`config.mk`:
```
export PLATFORM = sky130hd
export DESIGN_NAME = vga_framebuffer_scan
export DESIGN_NICKNAME = d
export VERILOG_FILES = /design/src/rtl/video_pkg.sv /design/src/rtl/vga_framebuffer_scan_timing.sv /design/src/rtl/vga_framebuffer_scan.sv
export SDC_FILE = /design/constraint.sdc
export NUM_CORES = 1
export LEC_CHECK = 0
export CAP_MARGIN = 20
export CORE_MARGIN = 2
export CORE_UTILIZATION = 55
export CTS_CLUSTER_DIAMETER = 80
export DETAILED_ROUTE_END_ITERATION = 7
export PLACE_DENSITY = 0.83
export SYNTH_ARGS = -nofsm -noshare
export SYNTH_HDL_FRONTEND = slang
export SYNTH_SLANG_ARGS = --single-unit
```
`constraint.sdc`:
```
create_clock -name clk -period 3.85 [get_ports clk]
set_clock_uncertainty 0.05 [all_clocks]
set_input_delay 0.5775 -clock clk [delete_from_list [all_inputs] [get_ports clk]]
set_output_delay 0.5775 -clock clk [all_outputs]
set_load 0.005 [all_outputs]
```
`src/rtl/video_pkg.sv`:
```
// Shared VGA 640x480@60 timing constants and small types, also used by the upscaler.
package video_pkg;

  localparam int unsigned H_VIS   = 640;
  localparam int unsigned H_FP    = 16;
  localparam int unsigned H_SYNC  = 96;
  localparam int unsigned H_BP    = 48;
  localparam int unsigned H_TOTAL = H_VIS + H_FP + H_SYNC + H_BP;

  localparam int unsigned V_VIS   = 480;
  localparam int unsigned V_FP    = 10;
  localparam int unsigned V_SYNC  = 2;
  localparam int unsigned V_BP    = 33;
  localparam int unsigned V_TOTAL = V_VIS + V_FP + V_SYNC + V_BP;

  localparam int unsigned ADDR_W  = 19;
  localparam int unsigned CNT_W   = 10;

  typedef enum logic {
    MODE_2X = 1'b0,
    MODE_1X = 1'b1
  } scale_mode_e;

  // Per-pixel control bits carried down the pipeline alongside the RAM read.
  typedef struct packed {
    logic hsync_act;
    logic vsync_act;
    logic vis;
    logic win;
    logic first;
  } vid_ctl_t;

endpackage

```
`src/rtl/vga_framebuffer_scan_timing.sv`:
```
// Raster counters and sync/visible decode for the 640x480 scan.
module vga_timing
  import video_pkg::*;
(
  input  logic             clk_i,
  input  logic             rst_i,
  output logic [CNT_W-1:0] h_cnt_o,
  output logic [CNT_W-1:0] v_cnt_o,
  output logic             hsync_act_o,
  output logic             vsync_act_o,
  output logic             vis_o,
  output logic             first_o,
  output logic             last_o
);

  logic [CNT_W-1:0] h_q, h_d, v_q, v_d;
  logic             h_wrap, v_wrap;

  always_comb begin
    h_wrap = (h_q == CNT_W'(H_TOTAL - 1));
    v_wrap = (v_q == CNT_W'(V_TOTAL - 1));
    h_d    = h_wrap ? '0 : h_q + 1'b1;
    v_d    = v_q;
    if (h_wrap) begin
      v_d = v_wrap ? '0 : v_q + 1'b1;
    end
  end

  always_ff @(posedge clk_i or posedge rst_i) begin
    if (rst_i) begin
      h_q <= '0;
      v_q <= '0;
    end else begin
      h_q <= h_d;
      v_q <= v_d;
    end
  end

  assign h_cnt_o     = h_q;
  assign v_cnt_o     = v_q;
  assign hsync_act_o = (h_q >= CNT_W'(H_VIS + H_FP)) && (h_q < CNT_W'(H_VIS + H_FP + H_SYNC));
  assign vsync_act_o = (v_q >= CNT_W'(V_VIS + V_FP)) && (v_q < CNT_W'(V_VIS + V_FP + V_SYNC));
  assign vis_o       = (h_q < CNT_W'(H_VIS)) && (v_q < CNT_W'(V_VIS));
  assign first_o     = (h_q == '0) && (v_q == '0);
  assign last_o      = h_wrap && v_wrap;

endmodule

```
`src/rtl/vga_framebuffer_scan.sv`:
```
// Scans the framebuffer RAM in 1x (640x480) or centred 2x (320x240) geometry and
// drives VGA pins through a 3-stage pipeline matching the RAM read latency.
module vga_framebuffer_scan
  import video_pkg::*;
#(
  parameter int unsigned SRC_LARG = 160,
  parameter int unsigned SRC_ALT  = 120
) (
  input  logic              clk,
  input  logic              reset,
  input  logic              sw,
  input  logic              src_done,
  output logic [ADDR_W-1:0] ram_rdaddr,
  input  logic [7:0]        ram_q,
  output logic              vga_hsync,
  output logic              vga_vsync,
  output logic              vga_blank_n,
  output logic [7:0]        vga_r,
  output logic [7:0]        vga_g,
  output logic [7:0]        vga_b,
  output logic              frame_start
);

  localparam int unsigned WIN_W = 2 * SRC_LARG;
  localparam int unsigned WIN_H = 2 * SRC_ALT;
  localparam int unsigned X0    = (H_VIS - WIN_W) / 2;
  localparam int unsigned Y0    = (V_VIS - WIN_H) / 2;

  logic [CNT_W-1:0]  h, v, dh, dv;
  logic              hs_act, vs_act, vis, first, last;
  scale_mode_e       mode_q;
  logic              en_q;
  vid_ctl_t          ctl_d, s1_q, s2_q;
  logic [ADDR_W-1:0] addr_d, addr_q;
  logic [7:0]        pix_d, pix_q;
  logic              hsync_q, vsync_q, blank_n_q, fs_q;

  vga_timing u_timing (
    .clk_i       (clk),
    .rst_i       (reset),
    .h_cnt_o     (h),
    .v_cnt_o     (v),
    .hsync_act_o (hs_act),
    .vsync_act_o (vs_act),
    .vis_o       (vis),
    .first_o     (first),
    .last_o      (last)
  );

  // Strides 640 = 512+128 and 320 = 256+64 as shift-adds; 307199 fits in 19 bits.
  always_comb begin
    dh              = h - CNT_W'(X0);
    dv              = v - CNT_W'(Y0);
    ctl_d           = '0;
    ctl_d.hsync_act = hs_act;
    ctl_d.vsync_act = vs_act;
    ctl_d.vis       = vis;
    ctl_d.first     = first;
    addr_d          = '0;
    if (mode_q == MODE_1X) begin
      ctl_d.win = vis;
      if (vis) begin
        addr_d = (ADDR_W'(v) << 9) + (ADDR_W'(v) << 7) + ADDR_W'(h);
      end
    end else begin
      ctl_d.win = (h >= CNT_W'(X0)) && (h < CNT_W'(X0 + WIN_W)) &&
                  (v >= CNT_W'(Y0)) && (v < CNT_W'(Y0 + WIN_H));
      if (ctl_d.win) begin
        addr_d = (ADDR_W'(dv) << 8) + (ADDR_W'(dv) << 6) + ADDR_W'(dh);
      end
    end
  end

  assign pix_d = (s2_q.win && s2_q.vis && en_q) ? ram_q : '0;

  always_ff @(posedge clk or posedge reset) begin
    if (reset) begin
      mode_q    <= MODE_2X;
      en_q      <= 1'b0;
      s1_q      <= '0;
      s2_q      <= '0;
      addr_q    <= '0;
      pix_q     <= '0;
      hsync_q   <= 1'b1;
      vsync_q   <= 1'b1;
      blank_n_q <= 1'b0;
      fs_q      <= 1'b0;
    end else begin
      if (last) begin
        mode_q <= scale_mode_e'(sw);
        en_q   <= src_done;
      end
      s1_q      <= ctl_d;
      s2_q      <= s1_q;
      addr_q    <= addr_d;
      pix_q     <= pix_d;
      hsync_q   <= ~s2_q.hsync_act;
      vsync_q   <= ~s2_q.vsync_act;
      blank_n_q <= s2_q.vis;
      fs_q      <= s2_q.first;
    end
  end

  assign ram_rdaddr  = addr_q;
  assign vga_hsync   = hsync_q;
  assign vga_vsync   = vsync_q;
  assign vga_blank_n = blank_n_q;
  assign vga_r       = pix_q;
  assign vga_g       = pix_q;
  assign vga_b       = pix_q;
  assign frame_start = fs_q;

endmodule

```
==> impl_results.md <==
* P per Cell Area at 271 mW/mm²
* Root buffer cell: clkbuf_8
* Crit path max fanout at 12
* Overall Power at 1.26 mW
* H-Tree Depth at 3
* Reg-to-reg critical path startpoint: u_timing.h_cnt_o[5]$_DFF_PP0_
* Drt first pass iters at 5
* Largest family of logic cells by synthesized area: adder cells
* Post-Route WL at 8590 µm
* Crit Path Category: reg -> reg
* Final count of hold timing violations at 0
* Cts hold-fix bufs at 0
* # DRC at 0
* XOR/XNOR share of the synthesized area at 7.38%
* Die area at 0.00781 mm²
* Gate Count Post-Synth at 388
* CTS Buf Count at 9
* Ant. Diodes at 0
* Top-count cell post-synth: dfrtp_1
* Layout cells sized above 1 at 6.44%
* LEAKAGE at 2.12 nW
* Die H at 88.4 µm
* Num rows at 30
* Total GRT Usage at 24.4%
* Max_slew headroom at 59.8%
* Sequential area share after synthesis at 40.3%
* CTS resizes at 0
* Core Region at 0.00683 mm²
* Initial antenna violation count at 0
* Peak supply drop at 0.000220 V
* Worst Hold Endpoint: s2_q[0]$_DFF_PP0_
* HP Start: s1_q[0]$_DFF_PP0_
* Slew at the pin closest to its max-slew limit at 602 ps
* Hold crit path type: reg -> reg
* Clock sink count at 63
* # nets final at 493
* Fmax at 282 MHz
* CTS tree: yes
* Final worst path period need at 3550 ps
* Ys async rst share at 100%
* Post-synth top area share at 39.0%
* Final period util at 92.1%
* Final Setup Violations at 0
* Register Area at 0.00158 mm²
* Hold Crit Depth at 0
* EDFF count, synth at 0
* Worst-Skew Late Latency at 350 ps
* First-pass GRT wire length at 14700 µm
* Largest net degree at the start of global routing at 41
* Most frequently used flop master after synthesis: dfrtp_1
* Post-synthesis compound-gate area fraction at 12.5%
* Netlist Area Pre-Place at 0.00392 mm²
* Avg Inst Size Synth at 10.1 µm²
* Synth cell count leaders: dfrtp_1, ha_1, o21ai_0
* Routed Antenna Nets at 0
* Vias in the first global route at 3109
* Setup crit end kind: flip-flop
* Synth Warn # at 0
* Register bit total from synthesis at 63
* Post-DR wirelength/cell at 16.2 µm
* I/O pin count at 59
* RSZ-0062 raised after global routing: false
* Reg2reg setup slack at 300 ps
* Final WS setup at 303 ps
* Top area cells in the synthesized netlist: dfrtp_1, ha_1, xor2_1
* Area Overhead vs Synth at 18.7%
* Fin util at 68.1%
* Worst endpoint data arrival time at 3700 ps
* FF-to-FF End: ram_rdaddr[17]$_DFF_PP0_
* CP startpoint kind: flip-flop
* Port bufs at 58
* Post-Syn Nets at 451
* Vias/cell at 5.73
* Area share of fa/ha/maj cells after synthesis at 17.2%
* Pre-CTS setup slack at 343 ps
* Post-DP HPWL at 6420 µm
* TNS Setup at 0 ps
* Remaining Overflow, GRT at 0
* Via count at 3042
* 1st-iter DRT viols at 188
* Post-CTS Setup Bufs at 0
* Cell depth of the worst flop-to-flop path at 13
* Slew Limit Fails at 0
* Unique cell type count in the Yosys netlist at 49
* Post-synthesis mux area share at 0.575%
* Die Wd at 88.4 µm
* Simple-gate share of the synthesized area at 15.3%
* Synth area leader: dfrtp_1
* Clock Path Buffers at 2
* # Max-Cap Violations at 0
* Fillers at 543
* Initial Utilization at 57.3%
* Outcome: finished clean
* Placer Congestion at 0.873
* Worst-path clk slew at 70 ps
* CP required at 4010 ps
* Multi-input gate area at 0.00208 mm²
[worst max-delay path by stage]
stage / start / to / slack, ps / depth (start not counted)
floorplan: u_timing.h_cnt_o[6]$_DFF_PP0_ / ram_rdaddr[17]$_DFF_PP0_ / 580 / 14
global placement: u_timing.h_cnt_o[5]$_DFF_PP0_ / ram_rdaddr[17]$_DFF_PP0_ / 480 / 13
detailed placement: u_timing.h_cnt_o[5]$_DFF_PP0_ / ram_rdaddr[17]$_DFF_PP0_ / 340 / 13
CTS: u_timing.h_cnt_o[5]$_DFF_PP0_ / ram_rdaddr[17]$_DFF_PP0_ / 330 / 13
global route: u_timing.h_cnt_o[5]$_DFF_PP0_ / ram_rdaddr[17]$_DFF_PP0_ / 60 / 13
finish: u_timing.h_cnt_o[5]$_DFF_PP0_ / ram_rdaddr[17]$_DFF_PP0_ / 300 / 13
[layout by cell type (no fill, tap or decap), types with 2 or more instances in the layout]
cell	instances
xor2_1	19
nor2_1	20
clkdlybuf4s50_1	58
buf_4	2
nand3_1	11
a2111oi_0	2
dfrtp_1	61
and2_1	13
nand2_1	24
a22o_1	3
xnor2_1	14
fa_1	5
and3_1	6
clkinv_2	2
nand2b_1	2
o21ai_0	27
nor3_1	9
nand4_1	7
o31ai_1	2
nor2b_1	5
o22ai_1	8
clkbuf_8	10
a211oi_1	2
o41ai_1	2
dfstp_2	2
a21oi_1	19
ha_1	46
o211ai_1	3
o21bai_1	2
inv_1	21
a21o_1	4
mux2_2	2
[cells by family after synthesis]
family | count (synthesis)
compound gates | 80
xor+xnor | 33
buf+inv | 51
simple gates | 108
fa+ha+maj | 51
flops | 63
mux | 2
[state kept, by name, summed over array words and instances (netlist names)]
name / count
s2_q: 5
vga_vsync: 1
frame_start: 1
mode_q: 1
vga_blank_n: 1
vga_hsync: 1
s1_q: 5
en_q: 1
u_timing.h_cnt_o: 10
u_timing.v_cnt_o: 10
ram_rdaddr: 19
vga_b: 8
[layout make-up]
cell class              count  area share (%)
clock inverters             5            1.21
repair buffers             60            12.8
multi-input cells         274            44.6
flip-flops and latches     63            33.9
inverters                  22            1.78
clock buffers              11            3.04
well taps                  96            2.58
[through the flow]
step	cell area [µm²]	hold slack [ps]	std cells
after floorplan	3920	281	388
after global placement	4450	282	515
after detailed placement	4450	288	515
after CTS	4650	304	531
after global routing	4650	315	531
final	4650	302	531
[per-layer routing]
layer	global-route usage, %	up-vias	wire length, µm
met4	10.1	0	240
met3	3.82	25	467
met5	0	-	0
met1	30.4	1478	3600
met2	42.4	112	4290
li1	-	1427	-
[critical path: stages (launching register included)]
cell      delay, ps
dfrtp_1         510
inv_1           200
ha_1            210
inv_1            50
a21oi_1         170
xor2_1          200
fa_1            440
ha_1            370
a21oi_1         200
o211ai_1        150
o41ai_1         430
o21ai_0         190
xnor2_1         170
o22ai_1          90
[report_power, final]
group	switching (mW)	internal, mW
combinational	0.0136	0.0105
clock	0.257	0.317
sequential	0	0.662
No activity file was read; power rests on OpenSTA's default activity.
